## src/rtl/branch_target_buffer_pkg.sv

```systemverilog
// Shared branch-prediction types: direction counter encoding and PC geometry.
package bp_pkg;

  localparam int PC_W       = 32;
  localparam int WORD_BYTES = 4;

  typedef enum logic [1:0] {
    SNOTTAKEN = 2'b00,
    WNOTTAKEN = 2'b01,
    WTAKEN    = 2'b10,
    STAKEN    = 2'b11
  } pred_state_t;

endpackage

```

## src/rtl/branch_target_buffer_if.sv

```systemverilog
// Fetch-lookup and resolution-update bus between the pipeline and the BTB.
interface branch_target_buffer_if;
  import bp_pkg::*;

  logic [PC_W-1:0] fetch_pc;
  logic            pred_hit;
  logic            pred_taken;
  logic [PC_W-1:0] pred_npc;
  logic            upd_en;
  logic [PC_W-1:0] upd_pc;
  logic            upd_taken;
  logic [PC_W-1:0] upd_target;
  logic            flush;
  logic [31:0]     hit_cnt;

  modport master (
    output fetch_pc, upd_en, upd_pc, upd_taken, upd_target, flush,
    input  pred_hit, pred_taken, pred_npc, hit_cnt
  );

  modport slave (
    input  fetch_pc, upd_en, upd_pc, upd_taken, upd_target, flush,
    output pred_hit, pred_taken, pred_npc, hit_cnt
  );
endinterface

```

## src/rtl/branch_target_buffer_sat_counter2.sv

```systemverilog
// Next-state function of the per-entry 2-bit direction counter.
module sat_counter2
  import bp_pkg::*;
(
  input  pred_state_t state,
  input  logic        taken,
  output pred_state_t nxt
);

  // A weak state that mispredicts collapses to the strong opposite state.
  always_comb begin
    nxt = state;
    case (state)
      SNOTTAKEN: if (taken) nxt = WNOTTAKEN;
      WNOTTAKEN: nxt = taken ? STAKEN : SNOTTAKEN;
      WTAKEN:    nxt = taken ? STAKEN : SNOTTAKEN;
      STAKEN:    if (!taken) nxt = WTAKEN;
      default:   nxt = state;
    endcase
  end

endmodule

```

## src/rtl/branch_target_buffer.sv

```systemverilog
// Direct-mapped BTB: zero-latency lookup in fetch, update/allocate from resolution.
module branch_target_buffer
  import bp_pkg::*;
#(
  parameter int ENTRIES = 16
) (
  input logic                   CLK,
  input logic                   RST,
  branch_target_buffer_if.slave bus
);

  localparam int IDX_W = $clog2(ENTRIES);
  localparam int TAG_W = 30 - IDX_W;

  logic [ENTRIES-1:0] valid;
  pred_state_t        ctr [ENTRIES];
  logic [PC_W-1:0]    tgt [ENTRIES];
  logic [TAG_W-1:0]   tag [ENTRIES];
  logic [31:0]        hit_cnt;

  logic [IDX_W-1:0]   f_idx, u_idx;
  logic [TAG_W-1:0]   f_tag, u_tag;
  logic               f_hit, u_hit;
  pred_state_t        ctr_nxt;

  // Word offset bits never participate in index or tag.
  logic unused_lo;
  assign unused_lo = ^{bus.fetch_pc[1:0], bus.upd_pc[1:0]};

  assign f_idx = bus.fetch_pc[IDX_W+1:2];
  assign f_tag = bus.fetch_pc[PC_W-1:IDX_W+2];
  assign u_idx = bus.upd_pc[IDX_W+1:2];
  assign u_tag = bus.upd_pc[PC_W-1:IDX_W+2];

  // Lookup reads registered state only, so a same-cycle update is not bypassed.
  assign f_hit          = valid[f_idx] && (tag[f_idx] == f_tag);
  assign u_hit          = valid[u_idx] && (tag[u_idx] == u_tag);
  assign bus.pred_hit   = f_hit;
  assign bus.pred_taken = f_hit && ctr[f_idx][1];
  assign bus.pred_npc   = bus.pred_taken ? tgt[f_idx]
                                         : bus.fetch_pc + PC_W'(WORD_BYTES);
  assign bus.hit_cnt    = hit_cnt;

  sat_counter2 u_ctr (
    .state (ctr[u_idx]),
    .taken (bus.upd_taken),
    .nxt   (ctr_nxt)
  );

  always_ff @(posedge CLK) begin
    if (RST) begin
      valid   <= '0;
      hit_cnt <= '0;
      for (int i = 0; i < ENTRIES; i++) begin
        ctr[i] <= SNOTTAKEN;
        tgt[i] <= '0;
        tag[i] <= '0;
      end
    end else if (bus.flush) begin
      valid <= '0;
    end else if (bus.upd_en) begin
      if (u_hit) begin
        ctr[u_idx] <= ctr_nxt;
        if (bus.upd_taken) tgt[u_idx] <= bus.upd_target;
        if (hit_cnt != '1) hit_cnt <= hit_cnt + 32'd1;
      end else if (bus.upd_taken) begin
        valid[u_idx] <= 1'b1;
        tag[u_idx]   <= u_tag;
        tgt[u_idx]   <= bus.upd_target;
        ctr[u_idx]   <= WTAKEN;
      end
    end
  end

endmodule

```

## src/flat_wrapper.sv

```systemverilog
// flat-port wrapper written by rule: the top's interface ports become plain ports
module branch_target_buffer_flat import bp_pkg::*;
#(
  parameter int ENTRIES = 16
)
  (CLK, RST, bus_fetch_pc, bus_upd_en, bus_upd_pc, bus_upd_taken, bus_upd_target, bus_flush, bus_pred_hit, bus_pred_taken, bus_pred_npc, bus_hit_cnt);
  branch_target_buffer_if bus_i ();
  input logic CLK;
  input logic RST;
  input wire logic [$bits(bus_i.fetch_pc)-1:0] bus_fetch_pc;
  input wire logic [$bits(bus_i.upd_en)-1:0] bus_upd_en;
  input wire logic [$bits(bus_i.upd_pc)-1:0] bus_upd_pc;
  input wire logic [$bits(bus_i.upd_taken)-1:0] bus_upd_taken;
  input wire logic [$bits(bus_i.upd_target)-1:0] bus_upd_target;
  input wire logic [$bits(bus_i.flush)-1:0] bus_flush;
  output wire logic [$bits(bus_i.pred_hit)-1:0] bus_pred_hit;
  output wire logic [$bits(bus_i.pred_taken)-1:0] bus_pred_taken;
  output wire logic [$bits(bus_i.pred_npc)-1:0] bus_pred_npc;
  output wire logic [$bits(bus_i.hit_cnt)-1:0] bus_hit_cnt;
  assign bus_i.fetch_pc = bus_fetch_pc;
  assign bus_i.upd_en = bus_upd_en;
  assign bus_i.upd_pc = bus_upd_pc;
  assign bus_i.upd_taken = bus_upd_taken;
  assign bus_i.upd_target = bus_upd_target;
  assign bus_i.flush = bus_flush;
  assign bus_pred_hit = bus_i.pred_hit;
  assign bus_pred_taken = bus_i.pred_taken;
  assign bus_pred_npc = bus_i.pred_npc;
  assign bus_hit_cnt = bus_i.hit_cnt;
  branch_target_buffer #(.ENTRIES(ENTRIES)) u_core (.CLK(CLK), .RST(RST), .bus(bus_i));
endmodule
```

## config.mk

```make
export PLATFORM = sky130hd
export DESIGN_NAME = branch_target_buffer_flat
export DESIGN_NICKNAME = d
export VERILOG_FILES = /design/src/rtl/branch_target_buffer_pkg.sv /design/src/rtl/branch_target_buffer_if.sv /design/src/rtl/branch_target_buffer_sat_counter2.sv /design/src/rtl/branch_target_buffer.sv /design/src/flat_wrapper.sv
export SDC_FILE = /design/constraint.sdc
export NUM_CORES = 2
export LEC_CHECK = 0
export CELL_PAD_IN_SITES_DETAIL_PLACEMENT = 1
export CELL_PAD_IN_SITES_GLOBAL_PLACEMENT = 2
export CORE_ASPECT_RATIO = 0.6
export CORE_UTILIZATION = 41
export CTS_CLUSTER_SIZE = 16
export DETAILED_ROUTE_END_ITERATION = 7
export GPL_TIMING_DRIVEN = 0
export PLACE_DENSITY_LB_ADDON = 0.15
export SYNTH_ARGS = -nofsm -noshare
export SYNTH_HDL_FRONTEND = slang
export SYNTH_SLANG_ARGS = --single-unit
```

## constraint.sdc

```tcl
create_clock -name CLK -period 5.1 [get_ports CLK]
set_clock_uncertainty 0.05 [all_clocks]
set_input_delay 1.02 -clock CLK [delete_from_list [all_inputs] [get_ports CLK]]
set_output_delay 1.02 -clock CLK [all_outputs]
set_load 0.02 [all_outputs]
```

* After elaboration in Yosys (flattened, before gate mapping)
Memories as Yosys holds them, arrays and structs flattened. Cells that the tools add are included.
Word-level totals: bits in registers 48, bits in latches 0, RAM bits 960, memory bits (read-only) 0, output and inout port bits 66, word-level logic and storage cells 73, memories kept 3
Memories:
- u_core.tgt | words 16, width 32, read ports 1, clocked after memory_dff 0, wr ports 16, RTL line branch_target_buffer.sv:17 | logic [PC_W-1:0] tgt [ENTRIES];
- u_core.tag | words 16, width 26, read ports 2, clocked after memory_dff 0, wr ports 16, RTL line branch_target_buffer.sv:18 | logic [TAG_W-1:0] tag [ENTRIES];
- u_core.ctr | words 16, width 2, read ports 2, clocked after memory_dff 0, wr ports 16, RTL line branch_target_buffer.sv:16 | pred_state_t ctr [ENTRIES];
Operators by class: $add $sub $neg 2, $mul 0, divide/modulo/power cells 0, magnitude comparators 3, equality and inequality tests 6, shift operators 0, mux-type cells 40, bitwise logic cells 5, reductions and logical operators 12
Operators with widths (count):
- 32-bit two-way mux | 3
- 26-bit equality test | 2
- 32-bit by 1-bit adder with 32-bit output, second input constant | 1
- 32-bit by 3-bit adder with 32-bit output, second input constant | 1
- 32-bit != test, second input constant | 1
- 32-bit OR reduction | 1
- 26-bit two-way mux | 1
- 26-bit OR reduction | 1
- 1-bit two-way mux | 24
- 16-bit bitwise OR | 1
- 4-bit two-way mux | 3
- 4-bit by 5-bit < comparator with 1-bit output, second input constant | 2
- 2-bit two-way mux | 5
- 1-bit binary-select mux with 4-bit select | 2
- 2-bit one-hot mux with 3 select lines | 1
- 2-bit OR reduction | 3
- 1-bit demux with 4-bit select | 1
- 2-bit equality test, second input constant | 2
- 4-bit by 1-bit greater-or-equal comparator with 1-bit output, second input constant | 1
- 1-bit logical AND | 4
- 4-bit AND reduction | 1
- 3-bit AND reduction | 1
- 2-bit by 1-bit equality test with 1-bit output, second input constant | 1
- 2-bit logical NOT | 1
- 2 further kinds | 4

* Logic depth before layout (Yosys ltp)
depth after elaboration 11, mapped depth 16, depth with buffers taken out 9

* Cells and area by module
Synthesis repeated with hierarchy kept, for this count alone.
Second synthesis, totals: cell total of the unflattened synthesis 3459, area, all modules 51090.2 um^2
By module, submodules not included:
- branch_target_buffer | times used 1, cells each 3448, area each 51012.7 um^2, sequential area each 29788.6 um^2
- sat_counter2 | times used 1, cells each 11, area each 77.6 um^2, sequential area each 0.0 um^2

* Worst setup path before layout
Ideal clock, no wire load.
path type input -> output, from in bus_fetch_pc[3], to out bus_pred_npc[2], arrival time 4244 ps, path slack -214 ps, stages on the path 13, buffers on the path 5, cells stage by stage buf_6 -> buf_4 -> buf_2 -> clkbuf_1 -> mux4_2 -> mux2i_1 -> a21oi_1 -> xnor2_1 -> nand4_1 -> or4_4 -> nor3b_4 -> buf_6 -> mux2i_1
Between the ends: longest elaborated chain between the ends 5, elaborated cells on any way between the ends 9
Ends and longest elaborated chain:
- from (decl) | RTL line flat_wrapper.sv:10 | input wire logic [$bits(bus_i.fetch_pc)-1:0] bus_fetch_pc;
- memory 16 x 26 bit / 1-bit binary-select mux with 4-bit select (equally long branches)
- 26-bit equality test / 1-bit two-way mux (equally long branches) | RTL line branch_target_buffer.sv:36 | assign f_hit = valid[f_idx] && (tag[f_idx] == f_tag);
- 1-bit logical AND | RTL line branch_target_buffer.sv:36
- 1-bit logical AND (*) | RTL line branch_target_buffer.sv:39 | assign bus.pred_taken = f_hit && ctr[f_idx][1];
- via bus_pred_taken | RTL line flat_wrapper.sv:17 | output wire logic [$bits(bus_i.pred_taken)-1:0] bus_pred_taken;
- 32-bit two-way mux (*) | RTL line branch_target_buffer.sv:40 | assign bus.pred_npc = bus.pred_taken ? tgt[f_idx]
- to (decl) | RTL line flat_wrapper.sv:18 | output wire logic [$bits(bus_i.pred_npc)-1:0] bus_pred_npc;
Mark *: on every way through the listed nets, which the timed path passes. The rest lies on a longest branch. The select of a mux whose other input is x is not followed.

* Final worst setup path
from in bus_fetch_pc[2], to out bus_pred_npc[3]
Between the ends: longest elaborated chain between the ends 5, elaborated cells on any way between the ends 10
Ends and longest elaborated chain (RTL line):
- memory 16 x 26 bit / 1-bit binary-select mux with 4-bit select (equally long branches)
- 26-bit equality test / 1-bit two-way mux (equally long branches) | branch_target_buffer.sv:36
- 1-bit logical AND | branch_target_buffer.sv:36
- 1-bit logical AND | branch_target_buffer.sv:39
- 32-bit two-way mux (*) | branch_target_buffer.sv:40
Every way passes the cells marked *; elsewhere a longest branch is shown, timed or not. The select of a mux whose other input is x is not followed.

==> summary.md <==
| Metric | Value |
|---|---|
| CORE AREA | `125000 um2` |
| Antenna violations before repair | `27` |
| Clk sinks | `1008` |
| DP HPWL | `166000 um` |
| Post-synth top area cell | `edfxtp_1` |
| Failing checks | `setup timing` |
| Initial Util | `0.416` |
| Pre-Repair DR Iteration Count | `6` |
| Pwr dens | `~330 nW/um2` |
| Seq/Total Area, Yosys | `0.572` |
| Grt ovf | `0` |
| Async S/R FF share, synth | `0` |
| Fin. Hold Viols | `0` |
| Worst R2R End | `u_core.tag[12][12]` |
| CP top delay family | `buffers and inverters` |
| P&R area growth vs syn | `18.8%` |
| Worst path cell trace | `buf_16 -> buf_12 -> buf_16 -> buf_12 -> buf_12 -> buf_16 -> buf_12 -> nor2_4 -> buf_4 -> a221oi_2 -> xor2_1 -> nor4_1 -> o21ai_2 -> nor3b_4 -> buf_12 -> buf_8 -> buf_12 -> mux2_4 -> buf_6` |
| Antenna viol nets, final | `0` |
| Outcome | `finished with violations` |
| WS Path Type | `primary input to output pin` |
| Inst Count DP | `5469` |
| Hold_ws | `0.450 ns` |
| Post-synthesis register bit count | `approximately 1000` |
| Post-synth top flop | `edfxtp_1` |
| # H-tree levels | `3` |
| Max incr delay on CP | `0.50 ns` |
| CP Max Fanout | `10` |
| Die area | `128000 um2` |
| Mapped Cells | `3635` |
| Hold Path Origin | `u_core.bus.hit_cnt[13]` |
| Post-Syn Area | `around 52000 um2` |
| Crit path time final | `6.06 ns` |
| Worst path bufs/invs | `12` |
| Hold Path Class | `flop to flop` |
| CTS tree | `done` |
| YS warnings | `0` |
| Iteration-0 DRC count of the detailed router | `6924` |
| I/O pins | `167` |
| Critical path data required time | `4.03 ns` |
| Root Driver | `clkbuf_16` |
| R2R Setup Slk | `0.53 ns` |
| Final period utilization | `1.19` |
| RSZ-0062 raised after global routing | `yes` |
| GPL Wtd Cong | `1.04` |
| Reg2reg start | `u_core.tag[12][13]` |
| WHS Endpoint | `u_core.bus.hit_cnt[13]` |
| Fmax | `165 MHz` |
| Die height | `278 um` |
| CP most frequent cell | `buf_12` |
| Slowest-stage cell, CP | `nor4_1` |
| Top cells by area, synth | `edfxtp_1 55%, mux4_2 14%, and2_1 6.3%` |
| Share of the synthesized area in the top cell type | `0.554` |
| Residual DRC | `0` |
| Yosys cell types | `81` |
| Die Wd | `~460 um` |
| First-pass GRT wire length | `roughly 320000 um` |
| Crit path arrival time | `4.99 ns` |
| Reg clk slew, reported paths | `roughly 0.07 ns` |
| Setup violators final | `434` |
| Max Root-Sink Buffers | `3` |
| CTS Buf Count | `103` |
| Rows | `100` |
| Count of input and output buffers | `139` |
| Max-slew headroom | `0.0547` |
| Mean area per synthesized cell | `14.3 um2` |
| Final wirelength | `about 240000 um` |
| Worst hold path depth | `2` |
| Sum of negative setup slack | `-64.32 ns` |
| Via count | `38300` |
| Via/cell ratio | `6.66` |
| Endpoint type of the worst setup path | `output pin` |
| Syn Nets | `3740` |
| R2R cell count | `13` |
| Worst Setup Start Kind | `primary input` |
| Maximum vdd drop | `265 uV` |
| Non-Filler Instances | `5756` |
| Total GRT Usage | `0.367` |
| Routed wire length per instance | `41.4 um` |
| Slew Limit Fails | `0` |
| Largest net degree at the start of global routing | `33` |
| Clock Latency Late Sink | `approximately 0.76 ns` |
| Post-layout net count | `about 4000` |
| Share of cells above drive strength 1 | `0.250` |
| Post-synth EDFFs | `960` |
| Power Total | `20.3 mW` |
| Leakage | `~23 nW` |
| Worst-Margin Slew | `roughly 1.4 ns` |
| Final setup margin | `-0.958 ns` |
| Max-cap violations | `0` |
| Vias in the first global route | `36900` |
-- worst reg2reg max path, cell delays in order (launching register included) --
cell and delay, ns:
edfxtp_1 0.39, mux4_2 0.49, xor2_1 0.27, o311ai_2 0.47, o311ai_2 0.31, a2111oi_2 0.39
nor4b_4 0.26, buf_4 0.24, and3_1 0.17, buf_2 0.20, buf_6 0.22, nor3_1 0.12
or2_2 0.46, buf_12 0.23
-- worst max-delay path by stage --
stage | start | endpoint | slack [ns] | depth (start not counted)
final | bus_fetch_pc[2] | bus_pred_npc[3] | -0.96 | 19
after global routing | bus_fetch_pc[2] | bus_pred_npc[3] | -0.87 | 17
after CTS | bus_fetch_pc[2] | bus_pred_npc[21] | -0.80 | 18
after detailed placement | bus_fetch_pc[2] | bus_pred_npc[2] | -4.66 | 16
after global placement | bus_fetch_pc[2] | bus_pred_npc[2] | -4.68 | 16
after floorplan | bus_fetch_pc[3] | bus_pred_npc[2] | 0.01 | 13
-- where the power goes --
part           internal, mW  switching (mW)
sequential             9.45           0.179
clock                  4.46            3.58
combinational          1.01            1.65
total                  14.9            5.41
-- final cells by class --
cell class | instances | area [um2]
fillers | 12100 | 63200
flip-flops and latches | 1008 | 29800
multi-input cells | 2230 | 21300
clock buffers | 129 | 2740
repair buffers | 230 | 2580
plain buffers | 383 | 2500
well taps | 1683 | 2110
clock inverters | 58 | 647
inverters | 22 | 86.3
diodes | 13 | 32.5
-- synthesized netlist by cell type (19+ instances only) --
cell	n
mux4_2	331
edfxtp_1	960
nor3_1	61
a31o_2	19
nor2b_1	22
nand4_1	23
xor2_1	33
nand3_1	41
clkbuf_1	275
and2_1	521
buf_6	21
nor2_1	56
o22ai_1	25
or3_1	20
a21oi_1	50
a21o_1	22
xnor2_1	60
or2_2	29
and3_1	437
nand2_1	61
buf_2	52
o21ai_0	31
buf_1	22
mux2_4	28
dfxtp_1	48
mux2_2	43
mux2i_1	139
a22oi_1	32
inv_1	20
-- metal layers --
layer  up-vias  track usage  routed length, um
li1      14700            -                  -
met1     20300        0.534             100000
met2      2896        0.476              93100
met3       439        0.178              37400
met4        10        0.106               7600
met5         -      0.00375                176
-- placed cells by master, fill, tap and decap left out, drive strengths merged, types with 20 or more instances in the layout --
master / count
a21oi: 50
nor2: 56
inv: 24
nor2b: 22
mux2: 71
a21o: 22
clkinv: 40
nand2: 61
or2: 51
nor3: 61
mux2i: 139
nand4: 23
or3: 20
buf: 234
and2: 521
o21ai: 35
clkdlybuf4s50: 100
and3: 437
a22oi: 32
dfxtp: 48
nand3: 42
o22ai: 25
mux4: 334
clkbuf: 405
xnor2: 60
xor2: 33
edfxtp: 960
-- cells by family after synthesis --
group                      synth area share
muxes                                 0.189
and+or+nand+nor                       0.152
buffers and inverters                0.0361
AOI/OAI and AO/OA                    0.0341
xor gates and xnor gates             0.0157
DFF                                   0.572
adders and majority gates          0.000962
-- through the flow --
step	cell area, um2	util	setup slack (ns)
2_1_floorplan	52000	-	0.0101
3_3_place_gp	55500	0.444	-4.68
3_5_place_dp	55800	0.446	-4.66
4_1_cts	61500	0.492	-0.795
5_1_grt	61800	0.494	-0.871
6_report	61800	0.495	-0.958
-- sequential cells by signal, indices dropped and copies added, names as in the netlist --
signal and count:
u_core.bus.hit_cnt 32, u_core.valid 16, u_core.ctr 32, u_core.tgt 512
u_core.tag 416
-- timing repair --
item                                     CTS  global route
buffers inserted                          62            17
endpoints found under the setup margin  1841           605
gates cloned                              16             3
gates resized for setup                  639            81
pin swaps                                 22            17
hold buffers                               0             0
No activity file was read; power rests on OpenSTA's default activity.
